<file path="src/rtl/fetch_miss_refill_unit.sv">
// Refill engine beside the instruction fetch unit. It takes one cache miss,
// issues a line-aligned memory request, assembles the multi-beat response
// into a full cacheline and strobes it into the cache. One refill is active
// at a time, one further miss can wait in a pending slot, and duplicate
// misses to a line already being handled are merged.
module fetch_miss_refill_unit #(
    parameter int offsetSize        = 5,
    parameter int indexSize         = 8,
    parameter int tagSize           = 64 - offsetSize - indexSize,
    parameter int cachelineSizeBits = (2 ** offsetSize) * 8,
    parameter int memBusBits        = 64
) (
    input  logic                         clock_i,
    input  logic                         reset_i,
    input  logic                         missValid_i,
    input  logic [tagSize-1:0]           missTag_i,
    input  logic [indexSize-1:0]         missIndex_i,
    input  logic [offsetSize-1:0]        missOffset_i,
    output logic                         busy_o,
    output logic                         missDropped_o,
    output logic                         memReqValid_o,
    input  logic                         memReqReady_i,
    output logic [63:0]                  memReqAddr_o,
    input  logic                         memRespValid_i,
    input  logic [memBusBits-1:0]        memRespData_i,
    output logic [tagSize-1:0]           newTag_o,
    output logic [indexSize-1:0]         newIndex_o,
    output logic [offsetSize-1:0]        newOffset_o,
    output logic [cachelineSizeBits-1:0] newCacheline_o,
    output logic                         cacheUpdateEnable_o
);

    localparam int num_beats = cachelineSizeBits / memBusBits;
    localparam int beat_w    = $clog2(num_beats);

    typedef enum logic [1:0] {IDLE, REQ, RESP, WRITE} state_t;

    state_t                       state, next_state;
    logic [tagSize-1:0]           act_tag, pend_tag;
    logic [indexSize-1:0]         act_index, pend_index;
    logic [offsetSize-1:0]        act_offset, pend_offset;
    logic                         pend_valid;
    logic [beat_w-1:0]            beat_cnt;
    logic [cachelineSizeBits-1:0] line_buf, line_next;

    logic hit_active, hit_pending, new_distinct;
    logic launch_new, store_pending, load_from_pend, drop, last_beat;

    // Classify an incoming miss against the line in flight and the pending slot.
    always_comb begin
        hit_active     = (missTag_i == act_tag) && (missIndex_i == act_index);
        hit_pending    = pend_valid && (missTag_i == pend_tag) && (missIndex_i == pend_index);
        new_distinct   = missValid_i && (state != IDLE) && !hit_active && !hit_pending;
        // A miss in WRITE with nothing pending goes straight to the active slot,
        // otherwise it would sit in the pending slot after we return to IDLE.
        launch_new     = missValid_i && ((state == IDLE) ||
                                         ((state == WRITE) && !pend_valid && !hit_active));
        load_from_pend = (state == WRITE) && pend_valid;
        store_pending  = new_distinct && (((state != WRITE) && !pend_valid) || load_from_pend);
        drop           = new_distinct && (state != WRITE) && pend_valid;
        last_beat      = (state == RESP) && memRespValid_i && (beat_cnt == beat_w'(num_beats - 1));
    end

    // Line buffer with the current beat inserted; beat 0 lands in the top bits.
    always_comb begin
        // NOTE: every variable written here gets a default first, so no path
        // leaves it unassigned and no latch is inferred.
        line_next = line_buf;
        for (int b = 0; b < num_beats; b++) begin
            if (beat_cnt == beat_w'(b)) begin
                line_next[cachelineSizeBits-1-b*memBusBits -: memBusBits] = memRespData_i;
            end
        end
    end

    // State register.
    always_ff @(posedge clock_i) begin
        // NOTE: sequential state uses non-blocking assignments so every
        // register samples pre-edge values regardless of block ordering.
        if (reset_i) state <= IDLE;
        else         state <= next_state;
    end

    // Next-state logic.
    always_comb begin
        next_state = state;
        case (state)
            IDLE:    if (missValid_i) next_state = REQ;
            REQ:     if (memReqReady_i) next_state = RESP;
            RESP:    if (last_beat) next_state = WRITE;
            WRITE:   next_state = (pend_valid || launch_new) ? REQ : IDLE;
            default: next_state = IDLE;
        endcase
    end

    // Active/pending miss registers, beat counter, line buffer and update outputs.
    always_ff @(posedge clock_i) begin
        if (reset_i) begin
            // NOTE: the line buffer is cleared on reset so an abandoned refill
            // can never leak partial data into a later line.
            act_tag        <= '0;
            act_index      <= '0;
            act_offset     <= '0;
            pend_valid     <= 1'b0;
            pend_tag       <= '0;
            pend_index     <= '0;
            pend_offset    <= '0;
            beat_cnt       <= '0;
            line_buf       <= '0;
            newTag_o       <= '0;
            newIndex_o     <= '0;
            newOffset_o    <= '0;
            newCacheline_o <= '0;
        end else begin
            if (launch_new) begin
                act_tag    <= missTag_i;
                act_index  <= missIndex_i;
                act_offset <= missOffset_i;
            end else if (load_from_pend) begin
                act_tag    <= pend_tag;
                act_index  <= pend_index;
                act_offset <= pend_offset;
            end

            if (store_pending) begin
                pend_valid  <= 1'b1;
                pend_tag    <= missTag_i;
                pend_index  <= missIndex_i;
                pend_offset <= missOffset_i;
            end else if (load_from_pend) begin
                pend_valid <= 1'b0;
            end

            if ((state == REQ) && memReqReady_i) begin
                beat_cnt <= '0;
            end else if ((state == RESP) && memRespValid_i) begin
                line_buf <= line_next;
                beat_cnt <= last_beat ? '0 : beat_cnt + 1'b1;
            end

            if (last_beat) begin
                newTag_o       <= act_tag;
                newIndex_o     <= act_index;
                newOffset_o    <= act_offset;
                newCacheline_o <= line_next;
            end
        end
    end

    // Outputs decoded from state and the active miss.
    always_comb begin
        busy_o              = (state != IDLE);
        memReqValid_o       = (state == REQ);
        cacheUpdateEnable_o = (state == WRITE);
        memReqAddr_o        = {act_tag, act_index, {offsetSize{1'b0}}};
        missDropped_o       = drop && !reset_i;
    end

endmodule

</file>
<file path="config.mk">
export PLATFORM = sky130hd
export DESIGN_NAME = fetch_miss_refill_unit
export DESIGN_NICKNAME = d
export VERILOG_FILES = /design/src/rtl/fetch_miss_refill_unit.sv
export SDC_FILE = /design/constraint.sdc
export NUM_CORES = 1
export LEC_CHECK = 0
export CORE_AREA = 2 2 170 297
export DETAILED_ROUTE_END_ITERATION = 6
export DIE_AREA = 0 0 172 299
export PLACE_DENSITY = 0.9
export SYNTH_ARGS = -nofsm -noshare
export SYNTH_HDL_FRONTEND = slang
export SYNTH_SLANG_ARGS = --single-unit
</file>
<file path="constraint.sdc">
create_clock -name clock_i -period 4.7 [get_ports clock_i]
set_clock_uncertainty 0.2 [all_clocks]
set_input_delay 0.705 -clock clock_i [delete_from_list [all_inputs] [get_ports clock_i]]
set_output_delay 0.705 -clock clock_i [all_outputs]
set_load 0.03 [all_outputs]
</file>
==> impl_metrics.toml <==
[run_status]
status = "complete, no violations"

[route]
ant_nets = 0
drt-vias-per-instance = 5.67
via_count = 23300
wl_per_cell_um = 22.0
drt-pass1-iter-count = 5
routed_wl_um = 90700
dr.first_iter.drc_count = 1603
drc = 0

[cts]
cts.htree.levels = 2
cts_sinks = 645
clockRootBuffer = "clkbuf_16"
clock_latency_ns = 0.60
clk_pin_slew_worst_paths_ns = 0.07
post_cts_buffers = 0
hold_buffers = 0
cts_buffer_depth = 3
cts_buffers = 55
ctsResizeCount = 0
cts_tree = "built"

[placement]
place_ws_ns = 0.454
placed_cells = 4011
placed_area_um2 = 32300
io_buffers = 515
dp_hpwl_um = 60200
gp_congestion = 1.00

[sta]
fmax_ghz = 0.220
worst_pin_slew_ns = 1.29
fin_crit_sh = 0.968
finalCriticalPeriod_ns = 4.55
setup_viol = 0
maxSlewViolCount = 0
slew_headroom = 0.138
rsz0062_at_grt = "no"
hold_viol = 0
worst_slack_ns = 0.152
tns_ns = 0

[pwr]
power_density_nw_per_um2 = 393
p_sw_mw = 4.03
peakVddDrop_mv = 0.357
clockPowerShare = 0.346
leakage_nw = 11.4
swShare = 0.301
p_comb_frac = 0.191
intPower_mw = 9.38
sequentialPowerShare = 0.463

[floorplan]
start_util = 0.551
die_x_um = 172
fp-row-count = 108
die_area_um2 = 51400
dieHeight_um = 299
ios = 521
core_area_um2 = 49200

[synthesis]
ys_seq_elements = 645
syn_inst = 3098
synthSimpleGateAreaFrac = 0.175
synth_top_family_by_area = "simple AND/OR/NAND/NOR gates"
yosys.area_share.adder = 0.00462
synth_compound_area_frac = 0.121
synth-seq-area-share = 0.476
synth_area_per_cell_um2 = 8.75
ys_types = 39
muxShareOfSynthArea = 0.142
yosys_warnings = 0
synth-xor-area-share = 0.0320
netlist_area_um2 = 27100

[setup_path]
worstPathRequired_ns = 3.80
crit_fanout = 3
setup.worst_path.start_class = "primary input"
max_stage_delay_ns = 0.64
cp-end-kind = "primary output"
critical_path.cell_chain = "clkdlybuf4s50_1 -> xnor2_1 -> nand4_1 -> nor4_1 -> nand4_1 -> o211ai_1 -> nor4_1 -> clkdlybuf4s50_1"
slowest_stage = "xnor2_1"
critPathBufInv = 2
crit_family = "buffers and inverters"
arrival_ns = 3.64
crit_type = "primary input to primary output"

[final_layout]
nNetsFinal = 3551
area_delta_synth_final_pct = 26.1
finalInstanceArea_um2 = 34200
drive_gt1_frac = 0.0586
stdcell_count = 4116
n_fill_cell = 3670

[grt]
track_usage = 0.343
grt_first_pass_wirelength_um = 134000
grt_pass1_vias = 22800
grt-ovfl-total = 0
antenna_found_initial = 9
grt_max_degree = 256

[worst_hold_path]
hp-class = "flop to flop"

[flow_run]
drv_cap = 0
[cell type report]
class,count,area [um2],area share
Multi-Input combinational cell,2134,13000,0.380
Sequential cell,645,12900,0.378
Timing Repair Buffer,550,5540,0.162
Clock buffer,77,1580,0.0463
Tap cell,660,826,0.0242
Clock inverter,21,240,0.00703
Inverter,22,82.6,0.00242
Antenna cell,7,17.5,0.000513
[cells in the final DEF, fill, tap and decap left out, drive strengths merged, types with 3 or more instances in the layout]
master	instances
bufinv	3
and2	4
diode	7
clkinv	14
nor4	7
nor3	3
inv	24
nand3	3
nand4	26
buf	36
conb	5
mux2i	385
clkbuf	77
clkdlybuf4s50	514
nand2	645
a211oi	192
nand2b	133
nor2b	10
dfxtp	645
or2	64
ha	10
a21oi	327
nor2	197
xnor2	97
o221ai	3
o22ai	5
[cells in the mapped netlist]
library cell,count,area share
nand2_1,645,0.089
or2_2,64,0.015
buf_4,6,0.0017
o311a_1,1,0.00037
o2111ai_1,1,0.00032
nor2b_1,10,0.0023
o2111ai_2,1,0.00055
nand4_1,26,0.0060
and3_1,1,0.00023
a21o_1,2,0.00055
xnor2_1,97,0.031
mux2i_1,385,0.14
dfxtp_1,645,0.48
o221ai_1,3,0.00097
a22oi_1,1,0.00028
nand3_1,3,0.00055
a2111oi_0,1,0.00032
buf_12,5,0.0037
nand2b_1,133,0.031
o211ai_1,2,0.00055
buf_1,26,0.0036
nor2_1,197,0.027
ha_1,10,0.0046
xor2_1,2,0.00065
nor4_1,7,0.0016
a21oi_1,327,0.060
buf_2,9,0.0017
clkbuf_1,254,0.035
conb_1,1,0.00014
a211oi_1,192,0.053
a22o_1,2,0.00065
and4_1,1,0.00032
buf_6,1,0.00042
inv_1,22,0.0030
nor3_1,3,0.00055
a2111o_1,2,0.00083
and2_1,4,0.00092
o22ai_1,5,0.0012
a2111oi_2,1,0.00055
[logic make-up (layout without fill, tap and decap cells)]
logic type,after synthesis,in the layout
simple gates,1094,1094
flops,645,645
compound gates,541,541
mux,385,385
buf+inv,323,670
xor+xnor,99,99
fa+ha+maj,10,10
other cells,1,12
[path summary, 6_finish.rpt]
kind,from,endpoint,slack [ns],cells after the start
worst min register to register,newTag_o[7]$_SDFFE_PP0P_,newTag_o[7]$_SDFFE_PP0P_,0.25,2
worst min-delay path,newTag_o[7]$_SDFFE_PP0P_,newTag_o[7]$_SDFFE_PP0P_,0.25,2
worst max register to register,pend_tag[6]$_SDFFE_PP0P_,pend_tag[41]$_SDFFE_PP0P_,1.24,7
worst max-delay path,missTag_i[6],missDropped_o,0.15,8
[worst min-delay path: cells and delay by family (launching register included)]
| kind | cells | cell delay (ns) |
|---|---|---|
| flip-flops | 1 | 0.31 |
| AO/OA/AOI/OAI | 1 | 0.05 |
| AND/OR/NAND/NOR | 1 | 0.05 |
[metal layers]
metal | track usage | up-vias | routed length, um
li1 | - | 10900 | -
met1 | 0.360 | 11100 | 31500
met2 | 0.571 | 924 | 43600
met3 | 0.0891 | 336 | 7060
met4 | 0.278 | 4 | 8510
met5 | 0 | - | 27
[metrics by stage]
step | total power, mW | hold WS [ns] | utilization
after CTS | 13.4 | 0.255 | 0.694
final | 13.4 | 0.251 | 0.694
after global placement | 8.77 | 0.240 | 0.657
after floorplan | 7.85 | 0.231 | -
after detailed placement | 8.81 | 0.245 | 0.657
after global routing | 13.8 | 0.266 | 0.694
[power groups by stage]
stage	Combinational, mW	Clock, mW	Sequential, mW
final	2.56	4.64	6.22
after global routing	2.70	4.87	6.22
after CTS	2.53	4.68	6.18
after detailed placement	2.51	0	6.30
after global placement	2.48	0	6.29
after floorplan	1.52	0	6.33
[state kept, by name, summed over array words and instances (netlist names), 8 cells and up]
register        flops
act_index           8
pend_tag           51
act_tag            51
newIndex_o          8
newTag_o           51
newCacheline_o    256
pend_index          8
line_buf          192
Power figures use the tool's default switching activity.
